[config.mk]
export PLATFORM = sky130hd
export DESIGN_NAME = uart_rx_oversampled
export DESIGN_NICKNAME = d
export VERILOG_FILES = /design/src/rtl/uart_rx_oversampled.sv
export SDC_FILE = /design/constraint.sdc
export NUM_CORES = 1
export LEC_CHECK = 0
export CORE_ASPECT_RATIO = 1.4
export CORE_MARGIN = 2
export CORE_UTILIZATION = 62
export DETAILED_ROUTE_END_ITERATION = 7
export GPL_ROUTABILITY_DRIVEN = 0
export HOLD_SLACK_MARGIN = 0.12
export MAX_ROUTING_LAYER = met4
export PLACE_DENSITY = 0.9
export SLEW_MARGIN = 20
export SYNTH_ARGS = -nofsm -noshare
export SYNTH_HDL_FRONTEND = slang
export SYNTH_SLANG_ARGS = --single-unit
[constraint.sdc]
create_clock -name clk -period 3.15 [get_ports clk]
set_input_delay 0.945 -clock clk [delete_from_list [all_inputs] [get_ports clk]]
set_output_delay 0.945 -clock clk [all_outputs]
set_load 0.02 [all_outputs]
[src/rtl/uart_rx_oversampled.sv]
// rtl/uart_rx_oversampled.sv - 16x oversampled UART receiver, 8N1 (8E1 when UART_RX_PARITY_EN is defined)
module uart_rx_oversampled #(
  parameter int N_DATA   = 8,
  parameter int SB_TICK  = 16,
  parameter int BAUD_DIV = 326
) (
  input  logic              clk,
  input  logic              rst,
  input  logic              i_rx_data,
  output logic [N_DATA-1:0] o_data,
  output logic              o_rx_done,
  output logic              o_frame_err,
  output logic              o_parity_err
);

  localparam int DIV_W = (BAUD_DIV > 1) ? $clog2(BAUD_DIV) : 1;
  localparam int S_W   = (SB_TICK > 1) ? $clog2(SB_TICK) : 1;
  localparam int N_W   = (N_DATA > 1) ? $clog2(N_DATA) : 1;

  localparam logic [DIV_W-1:0] DIV_LAST = DIV_W'(BAUD_DIV - 1);
  localparam logic [S_W-1:0]   TICK_MID = S_W'(SB_TICK / 2 - 1);
  localparam logic [S_W-1:0]   TICK_END = S_W'(SB_TICK - 1);
  localparam logic [N_W-1:0]   BIT_LAST = N_W'(N_DATA - 1);

  typedef enum logic [2:0] {
    S_IDLE,
    S_START,
    S_DATA,
    S_PARITY,
    S_STOP,
    S_BREAK
  } state_t;

  state_t            state_q, state_d;
  logic              rx_meta, rx_s;
  logic [DIV_W-1:0]  div_cnt;
  logic              tick;
  logic [S_W-1:0]    s_cnt_q, s_cnt_d;
  logic [N_W-1:0]    n_cnt_q, n_cnt_d;
  logic [N_DATA-1:0] shreg_q, shreg_d;
  logic [N_DATA-1:0] data_q, data_d;
  logic              done_q, done_d;
  logic              ferr_q, ferr_d;

  always_ff @(posedge clk or negedge rst) begin
    if (!rst) begin
      rx_meta <= 1'b1;
      rx_s    <= 1'b1;
    end else begin
      rx_meta <= i_rx_data;
      rx_s    <= rx_meta;
    end
  end

  // Free-running so the sampling phase is independent of the FSM state.
  assign tick = (div_cnt == DIV_LAST);

  always_ff @(posedge clk or negedge rst) begin
    if (!rst) begin
      div_cnt <= '0;
    end else if (tick) begin
      div_cnt <= '0;
    end else begin
      div_cnt <= div_cnt + DIV_W'(1);
    end
  end

`ifdef UART_RX_PARITY_EN
  logic par_q, par_d;
  logic perr_q, perr_d;
`endif

  always_ff @(posedge clk or negedge rst) begin
    if (!rst) begin
      state_q <= S_IDLE;
      s_cnt_q <= '0;
      n_cnt_q <= '0;
      shreg_q <= '0;
      data_q  <= '0;
      done_q  <= 1'b0;
      ferr_q  <= 1'b0;
`ifdef UART_RX_PARITY_EN
      par_q   <= 1'b0;
      perr_q  <= 1'b0;
`endif
    end else begin
      state_q <= state_d;
      s_cnt_q <= s_cnt_d;
      n_cnt_q <= n_cnt_d;
      shreg_q <= shreg_d;
      data_q  <= data_d;
      done_q  <= done_d;
      ferr_q  <= ferr_d;
`ifdef UART_RX_PARITY_EN
      par_q   <= par_d;
      perr_q  <= perr_d;
`endif
    end
  end

  always_comb begin
    state_d = state_q;
    s_cnt_d = s_cnt_q;
    n_cnt_d = n_cnt_q;
    shreg_d = shreg_q;
    data_d  = data_q;
    done_d  = 1'b0;
    ferr_d  = 1'b0;
`ifdef UART_RX_PARITY_EN
    par_d   = par_q;
    perr_d  = 1'b0;
`endif
    case (state_q)
      S_IDLE: begin
        if (!rx_s) begin
          state_d = S_START;
          s_cnt_d = '0;
        end
      end
      S_START: begin
        if (tick) begin
          if (s_cnt_q == TICK_MID) begin
            // A start bit that is high again at mid-bit was only a glitch.
            if (!rx_s) begin
              state_d = S_DATA;
              s_cnt_d = '0;
              n_cnt_d = '0;
            end else begin
              state_d = S_IDLE;
            end
          end else begin
            s_cnt_d = s_cnt_q + S_W'(1);
          end
        end
      end
      S_DATA: begin
        if (tick) begin
          if (s_cnt_q == TICK_END) begin
            shreg_d = {rx_s, shreg_q[N_DATA-1:1]};
            s_cnt_d = '0;
            if (n_cnt_q == BIT_LAST) begin
`ifdef UART_RX_PARITY_EN
              state_d = S_PARITY;
`else
              state_d = S_STOP;
`endif
            end else begin
              n_cnt_d = n_cnt_q + N_W'(1);
            end
          end else begin
            s_cnt_d = s_cnt_q + S_W'(1);
          end
        end
      end
`ifdef UART_RX_PARITY_EN
      S_PARITY: begin
        if (tick) begin
          if (s_cnt_q == TICK_END) begin
            par_d   = rx_s;
            s_cnt_d = '0;
            state_d = S_STOP;
          end else begin
            s_cnt_d = s_cnt_q + S_W'(1);
          end
        end
      end
`endif
      S_STOP: begin
        if (tick) begin
          if (s_cnt_q == TICK_END) begin
            data_d = shreg_q;
            if (rx_s) begin
              done_d  = 1'b1;
`ifdef UART_RX_PARITY_EN
              perr_d  = (^shreg_q) ^ par_q;
`endif
              state_d = S_IDLE;
            end else begin
              ferr_d  = 1'b1;
              state_d = S_BREAK;
            end
          end else begin
            s_cnt_d = s_cnt_q + S_W'(1);
          end
        end
      end
      S_BREAK: begin
        if (rx_s) begin
          state_d = S_IDLE;
        end
      end
      default: begin
        state_d = S_IDLE;
      end
    endcase
  end

  assign o_data      = data_q;
  assign o_rx_done   = done_q;
  assign o_frame_err = ferr_q;
`ifdef UART_RX_PARITY_EN
  assign o_parity_err = perr_q;
`else
  assign o_parity_err = 1'b0;
`endif

endmodule
**After elaboration in Yosys (flattened, before gate mapping)**

Index checks and enable logic that the tools add are counted.

- $add $sub $neg: 3
- Multiply operators: 0
- Div/mod/pow operators: 0
- Magnitude comparators: 0
- Equal/unequal tests: 20
- Shift operators: 0
- Muxes and demuxes: 36
- Bitwise logic cells: 0
- Reduce and logical (&&, ||, !) cells: 8

Operators by type and width:

| kind | count |
|---|---|
| 3-bit two-way mux | 16 |
| 4-bit two-way mux | 7 |
| 2-bit != test (second input constant) | 12 |
| 4-bit case mux with 4 select lines | 1 |
| 3-bit case mux with 5 select lines | 1 |
| 9-bit by 1-bit adder with 9-bit output (second input constant) | 1 |
| 3-bit == test (second input constant) | 3 |
| 9-bit == test (second input constant) | 1 |
| 9-bit two-way mux | 1 |
| 9-bit AND reduction | 1 |
| 1-bit two-way mux | 8 |
| 7-bit AND reduction | 1 |
| 3-bit case mux with 2 select lines | 1 |
| 3-bit AND reduction | 2 |
| 5-bit AND reduction | 1 |
| 4-bit by 1-bit adder with 4-bit output (second input constant) | 1 |
| 4-bit by 3-bit == test with 1-bit output (second input constant) | 1 |
| 4-bit == test (second input constant) | 1 |
| 4-bit nonzero test | 1 |
| 3-bit by 1-bit adder with 3-bit output (second input constant) | 1 |
| 3-bit by 1-bit == test with 1-bit output (second input constant) | 1 |
| 3-bit by 2-bit == test with 1-bit output (second input constant) | 1 |
| 3-bit zero test | 1 |
| 2-bit two-way mux | 1 |
| 2-bit nonzero test | 1 |

- Register bits after elaboration: 39
- Bits in latches: 0
- Bits in writable memories: 0
- Memory bits (read-only): 0
- Input port bits: 3
- Output and inout bits: 11
- Logic and storage cells: 77
- Memories: 0

**Logic depth before layout (Yosys ltp)**

- Depth after elaboration: 5
- Gate-level depth with buffers: 8
- Depth with buffers taken out: 7

**Worst setup path after synthesis**

OpenSTA, ideal clock, no wires.

- Path kind: register to register
- From: register s_cnt_q[0]
- To: register state_q[0]
- Library setup time: 0.125 ns
- Arrival time: 1.673 ns
- Required time: 3.025 ns
- Slack: 1.352 ns
- Stages on the path, launching flop included: 8
- Path buffers: 1
- Period minus slack after synthesis: 1.798 ns
- Path through: dfrtp_1 ha_1 and3_1 buf_4 a2bb2oi_1 a211oi_1 nor3_2 mux2_2

- Longest elaborated chain between the ends: 3
- Elaborated cells between the ends (all ways): 6
- Those cells by class: eq/ne: 5; reduce/logical: 1

RTL lines:

| element | RTL line | source |
|---|---|---|
| from (decl) | 38 | `logic [S_W-1:0] s_cnt_q, s_cnt_d;` |
| from (signal assigned) | 88 | `s_cnt_q <= s_cnt_d;` |
| 4-bit == test / 4-bit by 3-bit == test with 1-bit output (equally long branches) | 138, 170, 122 |  |
| 2-bit != test (no line) | n/a |  |
| 9-bit AND reduction (no line) (*) | n/a |  |
| to (signal assigned) | 87 | `state_q <= state_d;` |
| to (decl) | 34 | `state_t state_q, state_d;` |

Mark *: on every way between the ends. The rest lies on a longest branch, timed or not.
A chain may end at the register's enable or synchronous reset.

**Worst setup path after layout**

- From: register data_q[6], in the netlist o_data[6]
- To: output port o_data[6]

RTL lines:

| element | RTL line | source |
|---|---|---|
| from (decl) | 41 | `logic [N_DATA-1:0] data_q, data_d;` |
| from (signal assigned) | 91 | `data_q <= data_d;` |
| to (decl) | 10 | `output logic [N_DATA-1:0] o_data,` |

No word-level cell between the ends.

==> flow_summary.json <==
{
  "placed_area_um2": 2010,
  "status": "finished clean",
  "pwr-share-comb_pct": 1.4,
  "die_w_um": 50.7,
  "crit_buf_inv": 1,
  "ys_seq_area_share_pct": 51.7,
  "path_cells": "clkdlybuf4s50_1",
  "fin_crit_sh_pct": 70.6,
  "dp_hpwl_um": 2590,
  "critPathLaunch": "o_data[6]$_DFFE_PN0P_",
  "syn_area_per_cell_um2": 10.6,
  "fin_area_um2": 2130,
  "finalHoldViolCount": 0,
  "dieArea_um2": 3520,
  "grt_max_degree": 40,
  "synth.distinct_cells": 43,
  "final_nets": 197,
  "p_seq_share_pct": 53.4,
  "dr.pass1.iters": 4,
  "clockBufferDepth": 2,
  "hold_start": "rx_meta$_DFF_PN1_",
  "clockRootBuffer": "clkbuf_8",
  "drcViolationCount": 0,
  "fin_crit_ns": 2.22,
  "crit_fanout": 2,
  "ir_drop_mv": 0.472,
  "path_delay_family": "buffers and inverters",
  "required_ns": 2.20,
  "grt_pass1_wl_um": 6050,
  "synthAdderAreaFrac_pct": 3.30,
  "worst-setup-path-type": "flip-flop to output port",
  "p_sw_share_pct": 19.5,
  "synth-xor-area-share_pct": 3.70,
  "seqCellArea_um2": 978,
  "fin_tns_setup_ns": 0,
  "syn-num-nets": 186,
  "p_int_mw": 0.761,
  "r2r_cells": 7,
  "yosysTopAreaCell": "dfrtp_1",
  "antenna_found_initial": 0,
  "worstReg2RegEnd": "state_q[0]$_DFFE_PN0P_",
  "final_cell_mix": "dfrtp_1, nand2_1, nor2_1, mux2_2, clkdlybuf4s50_1",
  "antenna_left": 0,
  "drt_iter0_markers": 68,
  "core_area_um2": 2880,
  "max_cap_violations": 0,
  "cts_hold_buf": 0,
  "max_freq_ghz": 0.450,
  "use_met1_pct": 25.7,
  "syn_area_um2": 1890,
  "io_pins": 14,
  "async_flop_share_pct": 100,
  "syn_to_final_growth_pct": 12.4,
  "cts_made_buffers": 5,
  "rows": 23,
  "relSlewSlack_pct": 44.6,
  "p_sw_mw": 0.185,
  "synth_top_area_share_pct": 48.9,
  "post_synth_and_or_nand_nor_area_fraction_pct": 21.0,
  "cp.arrival_ns": 1.28,
  "clkTransAtPathRegs_ns": 0.07,
  "first_global_vias": 1378,
  "synth_mux_area_share_pct": 7.60,
  "htreeDepth": 2,
  "hold_path_depth": 0,
  "power_frac_clock_pct": 45.2,
  "cts_setup_buffers": 0,
  "rsz0062_at_grt": "false",
  "dr_total_vias": 1378,
  "yosys_warnings": 0,
  "synth_compound_area_share_pct": 8.86,
  "ys_ff_latch": 39,
  "grt_remaining_overflow": 0,
  "grt_busiest_layer": "met2",
  "fillers": 182,
  "cp_slowest_cell": "clkdlybuf4s50_1",
  "critPathMaxStageDelay_ns": 0.62,
  "clk_latency_ns": 0.30,
  "cts_sinks": 39,
  "portBuffers": 12,
  "diodes": 0,
  "grt_use_total_pct": 23.7,
  "synth_top_family_by_area": "simple AND/OR/NAND/NOR gates",
  "hold_end": "rx_s$_DFF_PN1_",
  "fin_skew_ns": 0.00576,
  "met2_usage_pct": 39.0,
  "finalSetupViolations": 0,
  "slew_viol_final": 0,
  "wl_um": 3630,
  "multi_input_area_um2": 845,
  "yosys-top-cells-area": "dfrtp_1, mux2_2, nand2_1",
  "drive_above_1_share_pct": 15.3,
  "power.density_nw_per_um2": 444,
  "final_common_cell": "dfrtp_1",
  "end_kind": "output port",
  "cellLeakagePower_nw": 1.03,
  "use_met3_pct": 6.03,
  "ctsResizeCount": 0,
  "netlist_instances": 178,
  "cts_tree": "done",
  "rr_startpoint": "div_cnt[1]$_DFF_PN0_",
  "die_h_um": 69.4,
  "vias_per_cell": 6.07,
  "tightest_slew_ns": 0.831,
  "crit_path_start_kind": "flip-flop",
  "initial_utilization_pct": 65.8,
  "synth_edf_count": 0,
  "worstHoldPathType": "flip-flop to flip-flop",
  "routedWlPerCell_um": 16.0,
  "reg2reg_slack_ns": 1.07,
  "ys.flop_type": "dfrtp_1"
}
==> routing by layer <==
layer / wire length (um) / share of wire (%) / vias up
met5: 0 / 0 / -
met1: 1430 / 39 / 681
met3: 178 / 4.9 / 12
li1: - / - / 635
met4: 89 / 2.5 / 0
met2: 1930 / 53 / 50
==> kinds of logic (layout without fill, tap and decap cells) <==
group                    Yosys count  in the layout
XOR/XNOR                           8              8
multiplexers                      13             13
other                              1              1
flip-flops                        39             39
AO/OA/AOI/OAI                     22             22
buffers and inverters             15             27
AND/OR/NAND/NOR                   75             75
adder cells (fa/ha/maj)            5              5
==> per-stage QoR <==
stage	worst slack, ns	power (mW)	instances	utilization (%)	hold WS [ns]
floorplan	1.35	0.517	178	-	0.345
global placement	1.16	0.527	219	69.9	0.347
detailed placement	1.09	0.528	219	69.9	0.349
CTS	0.910	0.957	227	74.0	0.360
global route	0.880	0.981	227	74.0	0.363
finish	0.926	0.946	227	74.0	0.360
==> registers in the layout, summed over array words and instances, names as in the netlist <==
name / cells
div_cnt: 9
o_data: 8
shreg_q: 8
s_cnt_q: 4
n_cnt_q: 3
state_q: 3
o_frame_err: 1
o_rx_done: 1
rx_meta: 1
rx_s: 1
==> worst register-to-register path, stage by stage (launching register included) <==
cell and delay (ns):
dfrtp_1 0.41, inv_1 0.06, ha_1 0.13, and4bb_2 0.24
and2_1 0.39, a21oi_1 0.17, nor3_2 0.21, mux2_2 0.36
==> cell usage after synthesis (4+ instances only) <==
cell / instances
dfrtp_1: 37
nand2_1: 29
mux2_2: 11
nor2_1: 11
inv_1: 7
nand3_1: 7
xor2_1: 6
buf_2: 5
ha_1: 5
nor3_1: 5
a21oi_1: 4
and2_1: 4
and3_1: 4
==> final cells by class <==
cell class | instances | share of cell area, %
flip-flops and latches | 39 | 46.0
clock inverters | 2 | 1.65
well taps | 37 | 2.18
repair buffers | 12 | 5.41
inverters | 7 | 1.23
multi-input cells | 124 | 39.7
clock buffers | 6 | 3.88
==> worst max-delay path by stage <==
| stage | to | slack [ns] | cells after the start |
|---|---|---|---|
| detailed placement | state_q[0]$_DFFE_PN0P_ | 1.09 | 7 |
| CTS | o_data[6] | 0.91 | 1 |
| floorplan | state_q[0]$_DFFE_PN0P_ | 1.35 | 7 |
| finish | o_data[6] | 0.93 | 1 |
| global placement | state_q[0]$_DFFE_PN0P_ | 1.16 | 7 |
| global route | o_data[7] | 0.88 | 1 |
==> power by group through the flow <==
stage          combinational [mW]  clock [mW]  sequential [mW]
6_report                   0.0134       0.428            0.505
5_1_grt                    0.0161       0.461            0.504
4_1_cts                    0.0140       0.439            0.504
3_5_place_dp               0.0141           0            0.514
3_3_place_gp               0.0134           0            0.514
2_1_floorplan             0.00317           0            0.514
Note: power is estimated with default switching activity, not from simulation.
